### src/rtl/systolic_pkg.sv
// Shared types and sizing helpers for the systolic matrix-multiply controller.
package systolic_pkg;

    localparam int unsigned DEF_DATA_WIDTH = 32;

    typedef logic [DEF_DATA_WIDTH-1:0] elem_t;

    typedef enum logic [2:0] {
        IDLE,
        LOAD,
        FEED,
        DRAIN,
        SELECT,
        DONE
    } mmc_state_t;

    // Width needed to hold the largest of three cycle counts.
    function automatic int unsigned cnt_width(input int unsigned a,
                                              input int unsigned b,
                                              input int unsigned c);
        int unsigned m;
        m = (a > b) ? a : b;
        m = (m > c) ? m : c;
        return $clog2(m + 1);
    endfunction

    localparam int unsigned DEF_CNT_W = cnt_width(16, 1024, 8);

endpackage

### src/rtl/systolic_mm_controller_counter.sv
// Loadable down-counter with a registered zero flag; stops at zero.
module sa_cycle_counter
    import systolic_pkg::*;
#(
    parameter int unsigned W = DEF_CNT_W
) (
    input  logic         clk_i,
    input  logic         rstn_i,
    input  logic         load_i,
    input  logic [W-1:0] load_val_i,
    input  logic         en_i,
    output logic         zero_o
);

    logic [W-1:0] count_q, count_d;
    logic         zero_q, zero_d;

    always_comb begin
        count_d = count_q;
        zero_d  = zero_q;
        if (load_i) begin
            count_d = load_val_i;
            zero_d  = (load_val_i == '0);
        end else if (en_i && !zero_q) begin
            count_d = count_q - W'(1);
            zero_d  = (count_q == W'(1));
        end
    end

    always_ff @(posedge clk_i or negedge rstn_i) begin
        if (!rstn_i) begin
            count_q <= '0;
            zero_q  <= 1'b1;
        end else begin
            count_q <= count_d;
            zero_q  <= zero_d;
        end
    end

    assign zero_o = zero_q;

endmodule

### src/rtl/systolic_mm_controller.sv
// Tile sequencer for the systolic array: feeds K tiles, drains, then streams N result columns.
module systolic_mm_controller
    import systolic_pkg::*;
#(
    parameter int unsigned N            = 8,
    parameter int unsigned DATA_WIDTH   = 32,
    parameter int unsigned TILE_W       = 8,
    parameter int unsigned DRAIN_CYCLES = 2 * N,
    parameter int unsigned MIN_FEED     = N,
    parameter int unsigned TIMEOUT      = 1024
) (
    input  logic                    clk_i,
    input  logic                    rstn_i,
    input  logic                    cmd_valid_i,
    output logic                    cmd_ready_o,
    input  logic [TILE_W-1:0]       cmd_num_tiles_i,
    output logic                    queue_start_o,
    input  logic                    north_empty_i,
    input  logic                    west_empty_i,
    input  logic [N*DATA_WIDTH-1:0] east_i,
    output logic [N-1:0]            select_acc_o,
    output logic                    res_valid_o,
    output logic [N*DATA_WIDTH-1:0] res_data_o,
    output logic                    res_last_o,
    output logic                    busy_o,
    output logic                    done_o,
    output logic                    error_o,
    output logic [TILE_W-1:0]       tile_idx_o
);

    localparam int unsigned CNT_W = cnt_width(DRAIN_CYCLES, TIMEOUT, N);
    localparam int unsigned RES_W = N * DATA_WIDTH;

    mmc_state_t state_q, state_d;

    logic [TILE_W-1:0] tiles_left_q, tiles_left_d;
    logic [TILE_W-1:0] tile_idx_q, tile_idx_d;
    logic              cmd_ready_q, cmd_ready_d;
    logic              queue_start_q, queue_start_d;
    logic [N-1:0]      select_q, select_d;
    logic              res_valid_q, res_valid_d;
    logic [RES_W-1:0]  res_data_q, res_data_d;
    logic              res_last_q, res_last_d;
    logic              busy_q, busy_d;
    logic              done_q, done_d;
    logic              error_q, error_d;

    logic              seq_load_c;
    logic [CNT_W-1:0]  seq_val_c;
    logic              guard_zero, wd_zero, seq_zero;

    // Guard and watchdog both arm on the LOAD->FEED edge and run only in FEED.
    sa_cycle_counter #(.W(CNT_W)) u_guard (
        .clk_i      (clk_i),
        .rstn_i     (rstn_i),
        .load_i     (state_q == LOAD),
        .load_val_i (CNT_W'(MIN_FEED)),
        .en_i       (state_q == FEED),
        .zero_o     (guard_zero)
    );

    sa_cycle_counter #(.W(CNT_W)) u_watchdog (
        .clk_i      (clk_i),
        .rstn_i     (rstn_i),
        .load_i     (state_q == LOAD),
        .load_val_i (CNT_W'(TIMEOUT - 1)),
        .en_i       (state_q == FEED),
        .zero_o     (wd_zero)
    );

    sa_cycle_counter #(.W(CNT_W)) u_seq (
        .clk_i      (clk_i),
        .rstn_i     (rstn_i),
        .load_i     (seq_load_c),
        .load_val_i (seq_val_c),
        .en_i       ((state_q == DRAIN) || (state_q == SELECT)),
        .zero_o     (seq_zero)
    );

    always_comb begin
        state_d      = state_q;
        tiles_left_d = tiles_left_q;
        tile_idx_d   = tile_idx_q;
        error_d      = error_q;
        seq_load_c   = 1'b0;
        seq_val_c    = '0;

        case (state_q)
            IDLE: begin
                if (cmd_valid_i && cmd_ready_q) begin
                    tiles_left_d = (cmd_num_tiles_i == '0) ? TILE_W'(1) : cmd_num_tiles_i;
                    tile_idx_d   = '0;
                    error_d      = 1'b0;
                    state_d      = LOAD;
                end
            end
            LOAD: state_d = FEED;
            FEED: begin
                // A normal exit wins over a watchdog expiry in the same cycle.
                if (guard_zero && north_empty_i && west_empty_i) begin
                    state_d    = DRAIN;
                    seq_load_c = 1'b1;
                    seq_val_c  = CNT_W'(DRAIN_CYCLES - 1);
                end else if (wd_zero) begin
                    error_d = 1'b1;
                    state_d = DONE;
                end
            end
            DRAIN: begin
                if (seq_zero) begin
                    if (tiles_left_q > TILE_W'(1)) begin
                        tiles_left_d = tiles_left_q - TILE_W'(1);
                        tile_idx_d   = tile_idx_q + TILE_W'(1);
                        state_d      = LOAD;
                    end else begin
                        state_d    = SELECT;
                        seq_load_c = 1'b1;
                        seq_val_c  = CNT_W'(N - 1);
                    end
                end
            end
            SELECT: begin
                if (seq_zero) begin
                    state_d = DONE;
                end
            end
            DONE:    state_d = IDLE;
            default: state_d = IDLE;
        endcase

        // Control outputs follow the next state so they line up with the state they describe.
        cmd_ready_d   = (state_d == IDLE);
        queue_start_d = (state_d == LOAD);
        busy_d        = (state_d != IDLE);
        done_d        = (state_d == DONE);
        select_d      = {N{state_d == SELECT}};

        // Result capture trails SELECT by one cycle; the final column lands as SELECT exits.
        res_valid_d = (state_q == SELECT);
        res_last_d  = (state_q == SELECT) && seq_zero;
        res_data_d  = (state_q == SELECT) ? east_i : res_data_q;
    end

    always_ff @(posedge clk_i or negedge rstn_i) begin
        if (!rstn_i) begin
            state_q       <= IDLE;
            tiles_left_q  <= '0;
            tile_idx_q    <= '0;
            cmd_ready_q   <= 1'b1;
            queue_start_q <= 1'b0;
            select_q      <= '0;
            res_valid_q   <= 1'b0;
            res_data_q    <= '0;
            res_last_q    <= 1'b0;
            busy_q        <= 1'b0;
            done_q        <= 1'b0;
            error_q       <= 1'b0;
        end else begin
            state_q       <= state_d;
            tiles_left_q  <= tiles_left_d;
            tile_idx_q    <= tile_idx_d;
            cmd_ready_q   <= cmd_ready_d;
            queue_start_q <= queue_start_d;
            select_q      <= select_d;
            res_valid_q   <= res_valid_d;
            res_data_q    <= res_data_d;
            res_last_q    <= res_last_d;
            busy_q        <= busy_d;
            done_q        <= done_d;
            error_q       <= error_d;
        end
    end

    assign cmd_ready_o   = cmd_ready_q;
    assign queue_start_o = queue_start_q;
    assign select_acc_o  = select_q;
    assign res_valid_o   = res_valid_q;
    assign res_data_o    = res_data_q;
    assign res_last_o    = res_last_q;
    assign busy_o        = busy_q;
    assign done_o        = done_q;
    assign error_o       = error_q;
    assign tile_idx_o    = tile_idx_q;

endmodule
### config.mk
export PLATFORM = sky130hd
export DESIGN_NAME = systolic_mm_controller
export DESIGN_NICKNAME = d
export VERILOG_FILES = /design/src/rtl/systolic_pkg.sv /design/src/rtl/systolic_mm_controller_counter.sv /design/src/rtl/systolic_mm_controller.sv
export SDC_FILE = /design/constraint.sdc
export NUM_CORES = 1
export LEC_CHECK = 0
export CAP_MARGIN = 20
export CORE_AREA = 2 2 212 214
export CTS_CLUSTER_DIAMETER = 100
export DETAILED_ROUTE_END_ITERATION = 10
export DIE_AREA = 0 0 214 216
export DONT_BUFFER_PORTS = 1
export PLACE_DENSITY = 0.46
export REMOVE_ABC_BUFFERS = 1
export SETUP_SLACK_MARGIN = 0.15
export SLEW_MARGIN = 30
export SYNTH_ARGS = -nofsm -noshare
export SYNTH_HDL_FRONTEND = slang
export SYNTH_SLANG_ARGS = --single-unit
### constraint.sdc
create_clock -name clk_i -period 2.2 [get_ports clk_i]
set_input_delay 0.55 -clock clk_i [delete_from_list [all_inputs] [get_ports clk_i]]
set_output_delay 0.55 -clock clk_i [all_outputs]
set_load 0.1 [all_outputs]
==> results.txt, run 1 <==
Status: complete, but fails checks
Failing checks: hold timing, slew limit
Routed length on met1: 15400 um
CP Depth: 5
First-pass GRT wire length: 60150 um
Critical Path Source Type: flip-flop
Routed Antenna Nets: 0
Clk_skew: 11.93 ps
Finished Layout Cells: 2334
Fill cells: 4423
Top layer in use: met4
Crit-path slowest cell: a2111o_1
Post-DP HPWL: 26930 um
Root Driver: clkbuf_16
Share of cells above drive strength 1: 0.2371
Die ar.: 46220 um^2
CP cell instances: buf_6, or3b_4, a2111o_1, or3_4, a21oi_2
Post-synth EDFFs: 0
F_max: 483.6 MHz
Grt ovf: 0
Crit Path Max Fanout: 5
Vias in the first global route: 10345
GPL Wtd Cong: 0.8179
Area Overhead vs Synth: 33.13%
CTS tree: built
Post-synthesis sequential area ratio: 0.6190
Top Family by Delay on Critical Path: simple AND/OR/NAND/NOR gates
I/O Pins: 548
Core ar.: 43840 um^2
WL final: 39450 um
Setup WS post-layout: 132.3 ps
Count of pins over their slew limit: 94
Power consumption: 18.00 mW
Final worst path period share: 0.9399
First DRT Iteration DRCs: 701
CP max stage delay: 510 ps
Syn avg cell area: 8.986 um^2
WP buf/inv: 1
VDD IR max: 0.6340 mV
Tmin final: 2068 ps
Clock transition at path regs: 60 ps
Maximum clock path buffer count: 3
Post-Syn Area: 12900 um^2
N_diodes: 0
Pwr dens: 1048 nW/um^2
Critical Path AT: 2530 ps
Setup TNS: 0 ps
Layout Nets: 1993
Place WS: 44.99 ps
Starting Density: 0.2944
CTS H-Tree Depth: 2
Via count: 10371
Hold WS: -291.7 ps
Met3 wire length: 3588 um
Seq cells post-synth: 319
WL/cell: 16.90 um
DRC Markers: 0
Worst-Margin Slew: 1642 ps
Headroom to the max-slew limit: -0.09495
Largest net degree at the start of global routing: 320
Commonest non-fill, non-tap cells in the layout: nand2_1, dfrtp_1, buf_4, clkbuf_16, nor2_1
GRT Overall Usage: 0.1647
Post-synth cell types: 60
CP endpoint kind: flip-flop
Most common cell after layout, fill and taps aside: nand2_1
Clock latency on the worst-skew pair: 540 ps
WS Path Type: reg2reg
# setup viols final: 0
Rows: 77
DRT Pass-1 Iters: 4
Reg2Reg Depth: 5
Unrepaired setup endpoints after global routing: yes
Top FF cell, synth: dfrtp_1
Vias per cell: 4.443
Clk sinks: 319
Final hold vios: 161
Initial antenna violation count: 0
# port buffers: 0
Num CTS Buffers: 39
HP Class: in2async
Cells after synthesis: 1436
CP required: 2660 ps
Leak: 7.740 nW
Die Y: 216 um
Post-synthesis async set-or-reset flop share: 1.000
# Max-Cap Violations: 0
Routed met2 length: 19350 um
Warnings from Yosys: 0
Placed insts: 2258
Die W: 214 um
-- per-stage QoR --
stage / utilization / instance area (um^2)
finish: 0.3919 / 17180
global route: 0.3919 / 17180
CTS: 0.3875 / 16990
detailed placement: 0.3582 / 15700
global placement: 0.3582 / 15700
floorplan: - / 12570
-- power breakdown --
| group | total (mW) | switching (mW) | internal, mW | leakage (nW) |
|---|---|---|---|---|
| Clock | 6.20 | 2.49 | 3.72 | 0.598 |
| Sequential | 6.96 | 0.482 | 6.48 | 3.00 |
| Combinational | 4.84 | 3.28 | 1.56 | 4.15 |
-- worst paths after layout --
check                                 from                  to  slack [ps]
setup / recovery                state_q[0]  u_guard.count_q[6]         130
hold / removal                      rstn_i      res_data_o[41]        -290
setup reg to reg                state_q[0]  u_guard.count_q[6]         130
hold reg to reg            res_data_o[145]     res_data_o[145]         470
max in group asynchronous           rstn_i      res_data_o[76]        1170
min in group clk_i             east_i[173]     res_data_o[173]         110
-- area by class of cell --
cell class                      count  area, um^2  share of cell area
Sequential cell                   319        7995              0.4654
Multi-Input combinational cell   1024        4649              0.2706
Timing Repair Buffer              314        2500              0.1455
Clock buffer                       58        1107             0.06446
Tap cell                          592       740.7             0.04312
Clock inverter                     10       112.6            0.006555
Inverter                           17       73.82            0.004297
-- kinds of logic after synthesis --
| family | count (synthesis) | share of synthesized area |
|---|---|---|
| flops | 319 | 0.6190 |
| fa+ha+maj | 9 | 0.008727 |
| compound gates | 77 | 0.03898 |
| simple gates | 917 | 0.2879 |
| buf+inv | 93 | 0.03113 |
| xor+xnor | 21 | 0.01425 |
-- registers in the layout, indices dropped and copies added (netlist names), 3 cells and up --
| signal | flops |
|---|---|
| res_data_o | 256 |
| u_guard.count_q | 11 |
| u_seq.count_q | 11 |
| u_watchdog.count_q | 11 |
| tile_idx_o | 8 |
| tiles_left_q | 8 |
| state_q | 3 |
-- synth_stat cells (all sizes together), types with 4 or more instances --
master / count / area share
inv: 16 / 0.0047
a21oi: 22 / 0.0085
xnor2: 15 / 0.010
o21ai: 23 / 0.0095
nor4: 8 / 0.0048
buf: 20 / 0.0099
or2: 6 / 0.0029
dfrtp: 315 / 0.61
ha: 9 / 0.0087
and3: 6 / 0.0029
or4: 9 / 0.0055
nor2: 37 / 0.011
nand2: 790 / 0.23
o31ai: 7 / 0.0041
nand3b: 4 / 0.0023
nand3: 14 / 0.0054
dfstp: 4 / 0.0081
clkbuf: 56 / 0.016
a31oi: 4 / 0.0019
or3: 11 / 0.0053
xor2: 6 / 0.0041
nor3: 12 / 0.0047
-- layer usage --
metal / vias to the layer above / GRT usage
li1: 5051 / -
met1: 4914 / 0.1891
met2: 342 / 0.2774
met3: 64 / 0.06751
met4: 0 / 0.05688
met5: - / 0
-- what timing repair did --
item | 4_1_cts | 5_1_grt
pin swaps | 2 | 17
resized for setup | 11 | 25
setup buffers | 1 | 6
gates cloned | 0 | 1
hold endpoints to repair | 319 | 319
setup endpoints to repair | 48 | 58
Power figures use the tool's default switching activity.
==> run 2: changes to the inputs <==
--- a/config.mk
+++ b/config.mk
@@ -5,13 +5,14 @@
 export SDC_FILE = /design/constraint.sdc
 export NUM_CORES = 1
 export LEC_CHECK = 0
+export ABC_AREA = 1
 export CAP_MARGIN = 20
-export CORE_AREA = 2 2 212 214
+export CORE_AREA = 2 2 215 217
 export CTS_CLUSTER_DIAMETER = 100
 export DETAILED_ROUTE_END_ITERATION = 10
-export DIE_AREA = 0 0 214 216
+export DIE_AREA = 0 0 217 219
 export DONT_BUFFER_PORTS = 1
-export PLACE_DENSITY = 0.46
+export PLACE_DENSITY = 0.47
 export REMOVE_ABC_BUFFERS = 1
 export SETUP_SLACK_MARGIN = 0.15
 export SLEW_MARGIN = 30
==> run 2 against run 1 <==
The flow still finishes with violations (hold timing, slew limit). Sequential share of layout area decreased by 0.33 points. Die area grew 2.8%. Design area increased by 0.67%. Cell count up 7.1%. Area after synthesis grew 3.4%. Non-clock buffer count is 23 lower. Highest routed layer unchanged.
==> results.txt, run 2 <==
CP endpoint kind: output port
CP required: 1650 ps
Rows: 78
Vias per cell: 4.418
Syn avg cell area: 8.263 um^2
Maximum clock path buffer count: 3
Post-synth EDFFs: 0
Synth area leader: dfrtp_1
Initial antenna violation count: 2
Root Driver: clkbuf_16
Share of cells above drive strength 1: 0.1970
WL final: 40750 um
WP buf/inv: 1
CTS tree: built
Post-synthesis async set-or-reset flop share: 1.000
Met3 usage: 0.05087
Clk sinks: 319
Failing checks: hold timing, slew limit
Final hold vios: 161
R2r startpoint: tiles_left_q[0]
First-pass GRT wire length: 62310 um
HP Class: in2async
Worst-Margin Slew: 1593 ps
Post-synthesis sequential area ratio: 0.5986
Reg2Reg Depth: 11
Hold WS: -281.4 ps
WL/cell: 16.30 um
Post-DP HPWL: 29100 um
WS Path Type: reg2out
Status: complete, but fails checks
Die ar.: 47520 um^2
Top-count cell post-synth: nand2_1
Clock latency on the worst-skew pair: 540 ps
R2R Setup Slk: 380 ps
Commonest non-fill, non-tap cells in the layout: nand2_1, dfrtp_1, buf_4, nor2_1, inv_1
Num CTS Buffers: 38
Vias in the first global route: 10728
Post-synth cell types: 31
First DRT Iteration DRCs: 737
Total setup buffers inserted after CTS: 0
GRT Overall Usage: 0.1680
CP max stage delay: 470 ps
Starting Density: 0.2960
Main area contributors after synthesis: dfrtp_1, nand2_1, buf_2, nor2_1, inv_1
DRT Pass-1 Iters: 5
Most common cell after layout, fill and taps aside: nand2_1
Place WS: 278.6 ps
Final worst path period share: 0.9090
CTS H-Tree Depth: 2
Die Y: 219 um
Post-Syn Area: 13340 um^2
Area Overhead vs Synth: 29.60%
Largest net degree at the start of global routing: 320
Die W: 217 um
# setup viols final: 0
Tmin final: 2000 ps
Met1 usage: 0.2006
Via count: 11046
Clock transition at path regs: 60 ps
Top FF cell, synth: dfrtp_1
Crit Path Max Fanout: 5
Met2 Usage GRT: 0.2856
Warnings from Yosys: 0
Unrepaired setup endpoints after global routing: yes
Cells after synthesis: 1615
# port buffers: 0
Routed Antenna Nets: 0
Busiest grt layer: met2
CP cell instances: buf_16
Clk_skew: 20.46 ps
Grt ovf: 0
RR Endpoint: u_seq.count_q[10]
# Max-Cap Violations: 0
Post-synth top area share: 0.5907
GPL Wtd Cong: 0.8313
Crit-path slowest cell: dfrtp_4
Top Family by Delay on Critical Path: flip-flops
Count of pins over their slew limit: 81
Seq cells post-synth: 319
Critical Path Source Type: flip-flop
F_max: 500.1 MHz
Max reg flops: 256
Core ar.: 45090 um^2
Layout Nets: 2149
Headroom to the max-slew limit: -0.06210
Critical Path AT: 1450 ps
Setup WS post-layout: 200.2 ps
I/O Pins: 548
Commonest cells in the netlist: nand2_1, dfrtp_1, nor2_1
DRC Markers: 0
-- run 2: changes by cell type in the layout (fill, tap and decap cells not counted), sizes merged, moves of 9 or more --
cell   change
o21ai     +21
or3       -11
inv       +51
a21oi     -15
buf       -22
nand4     +24
or4        -9
nor2      +36
xnor2     -13
nand2    +136
nand3     +34
-- run 2: cell families after synthesis --
family | synth area share
AOI/OAI and AO/OA | 0.02100
xor gates and xnor gates | 0.003938
adders and majority gates | 0.008439
buffers and inverters | 0.04923
DFF | 0.5986
and+or+nand+nor | 0.3188
-- run 2: worst max-delay path by stage --
stage | startpoint | end | depth (start not counted)
2_1_floorplan | state_q[1] | res_valid_o | 3
3_3_place_gp | state_q[1] | tile_idx_o[7] | 7
3_5_place_dp | tiles_left_q[0] | u_seq.count_q[9] | 11
4_1_cts | select_acc_o[0] | select_acc_o[1] | 1
5_1_grt | select_acc_o[0] | select_acc_o[3] | 1
6_report | select_acc_o[0] | select_acc_o[0] | 1
-- run 2: area by class of cell --
cell class / count / area [um^2]
inverter: 69 / 266.5
antenna: 2 / 5.005
tap: 600 / 750.7
clock inverter: 10 / 133.9
fill: 4653 / 27790
sequential: 319 / 7991
timing repair buffer: 291 / 2292
clock buffer: 57 / 1134
multi-input combinational: 1152 / 4721
-- run 2: per-layer routing --
metal  part of all wire  wire [um]
met4              0.031       1265
met1               0.40      16220
met2               0.49      19980
met5                  0          0
met3              0.080       3278
-- run 2: through the flow --
stage                     setup TNS (ps)  std cells    util  cell area [um^2]
after floorplan                  -975470       1540       -             12950
after global routing                   0       2499  0.3835             17290
after global placement                 0       2431  0.3552             16010
after detailed placement               0       2431  0.3552             16010
after CTS                              0       2498  0.3833             17280
final                                  0       2500  0.3836             17290
-- run 2: repair_timing --
| item | CTS | global route |
|---|---|---|
| setup endpoints to repair | 0 | 24 |
| gates resized for setup | 0 | 3 |
| hold endpoints to repair | 319 | 319 |
Power of run 2 is left out: the tool's default activity adds up to more than one toggle a clock period on the data nets, which glitch-free logic cannot reach.
==> RTL edit: new RTL, config.mk and constraints of run 2 <==
`N`: 8 -> 9.
--- a/src/rtl/systolic_mm_controller.sv
+++ b/src/rtl/systolic_mm_controller.sv
@@ -3,5 +3,5 @@
     import systolic_pkg::*;
 #(
-    parameter int unsigned N            = 8,
+    parameter int unsigned N            = 9,
     parameter int unsigned DATA_WIDTH   = 32,
     parameter int unsigned TILE_W       = 8,
Ports: changed (resized east_i, res_data_o and select_acc_o); port bits go from 548 to 613. No check against the original RTL was run, so the function may have changed too.
==> RTL edit against run 2 <==
- the run ends with hold timing left
- non-clock buffer count is 27 higher
- count of clock-buffer cells in the layout rose by 6
- cell area up 8.6%
- synthesized cell count increased by 8.4%
- wire length up 17%
- utilization grew 3.3 points
- area after synthesis increased by 9.5%
- sequential cell count increased by 32
- setup slack got worse by 7.0 ps
- die area is the same
- final cell count increased by 6.6%
==> RTL edit: results (changes against run 2) <==
* Setup slack at placement: 325 ps (+45.9 ps)
- Skew final: 16.4 ps (-4.04 ps)
* Number of buffers created by CTS: 41 (+7.9%)
- YS warnings: 0 (unchanged)
- The maximum clock insertion buffer count was 3 (unchanged).
* Synth unique cells: 34 (+9.7%)
* Fraction of area in clock buffers and inverters: 0.0731 (-0.000234)
- Hold Worst Slack: -292 ps (-10.7 ps)
* Iter 0 DRT Violations: 781 (+6.0%)
- The routed wire length came to 47,500 um (+17%).
- Layout buffering overhead excluding clock cells: 0.132 (-0.000416)
* H-Tree Level Count: 2 (unchanged)
- The clock buffer count in the final layout is 63 (+11%).
* Clock tree sinks: 351 (+10%)
- Largest area contributor in the synthesized netlist: sky130_fd_sc_hd__dfrtp_1
* Multi-input comb cells: 1,252 (+8.7%)
- The final antenna diode count is 3 (+1).
- Max_slew headroom: 0.395 (+0.457)
* Parity-gate share of the synthesized area counting xor and xnor cells: 0.00540 (+0.00146)
- Buffers, non-clock: 318 (+9.3%)
- Startpoint of the lowest-slack register-to-register path: state_q[0]
- The register area share after synthesis was 0.602 (+0.00303).
- The half-perimeter wire length after placement is 33,900 um (+17%).
- Sequential share of cell area: 0.468 (+0.00588)
- Total number of vias: 12,100 (+9.8%)
* Synthesized-area fraction occupied by ao, oa, aoi and oai cells: 0.0192 (-0.00182)
* Antenna violations before repair: 4 (+2)
- The delay of the slowest critical-path stage is 450 ps (-20 ps).
- The total of fill cells in the finished design was 4,597 (-1.2%).
- The global-route wire length before repair was 71,500 um (+15%).
- Fin nets: 2,340 (+8.9%)
- The run finished, with violations left.
* Violations in the final reports: hold timing
- Largest net degree at the start of global routing: 352 (+10%)
- In the synthesized netlist, the cells that appear most often are sky130_fd_sc_hd__nand2_1 (1,022), sky130_fd_sc_hd__dfrtp_1 (347), sky130_fd_sc_hd__nor2_1 (77).
* Inverters: 66 (-4.3%)
* Final Hold Vio Count: 351 (+120%)
- Layout cells sized above 1: 0.202 (+0.00528)
- Overall fraction of global-route tracks in use: 0.196 (+0.0277)
- Adder-cell share of the synthesized area: 0.00771 (-0.000730)
- Share of the final layout cell area in multi-input gates: 0.273 (about the same)
RTL edit: cell types whose count changed in the layout (fill, tap and decap cells not counted), sizes merged, moves of 2 or more:
| cell | run 2 | this run |
|---|---|---|
| a21oi | 7 | 9 |
| buf | 291 | 318 |
| clkbuf | 57 | 63 |
| dfrtp | 315 | 347 |
| inv | 69 | 67 |
| nand2 | 926 | 1028 |
| nand4 | 26 | 19 |
| nor2 | 73 | 79 |
| o21ai | 44 | 36 |
| xnor2 | 2 | 4 |
RTL edit: stage by stage:
step,cells,instance area (um^2)
6_report,2664,18800
5_1_grt,2663,18800
4_1_cts,2661,18800
3_5_place_dp,2587,17400
3_3_place_gp,2587,17400
2_1_floorplan,1669,14100
RTL edit: report_power, final:
| group | switching [W] | internal [W] | leakage (nW) | total (W) |
|---|---|---|---|---|
| Clock | 0.00273 | 0.00416 | 0.671 | 0.00689 |
| Combinational | 0.00588 | 0.00172 | 4.93 | 0.00760 |
| Sequential | 0.000569 | 0.00732 | 3.37 | 0.00789 |
RTL edit: per-layer routing:
layer,up-vias,global-route usage,wire length (um)
met3,97,0.0765,4600
met5,-,0,11
met1,5722,0.234,18700
li1,5896,-,-
met4,2,0.0909,1980
met2,410,0.310,22200
RTL edit: final timing paths:
kind / to / slack (ps) / cells after the start
setup / recovery: select_acc_o[0] / 190 / 1
hold / removal: res_data_o[50] / -290 / 0
setup reg to reg: tiles_left_q[0] / 330 / 7
hold reg to reg: error_o / 480 / 2
max in group asynchronous: tile_idx_o[1] / 1750 / 0
min in group clk_i: res_data_o[250] / 100 / 2
RTL edit: repair_timing:
item | in CTS | in global routing
gates resized for setup | 0 | 2
endpoints found under the hold margin | 351 | 351
setup buffers | 0 | 0
endpoints found under the setup margin | 5 | 10
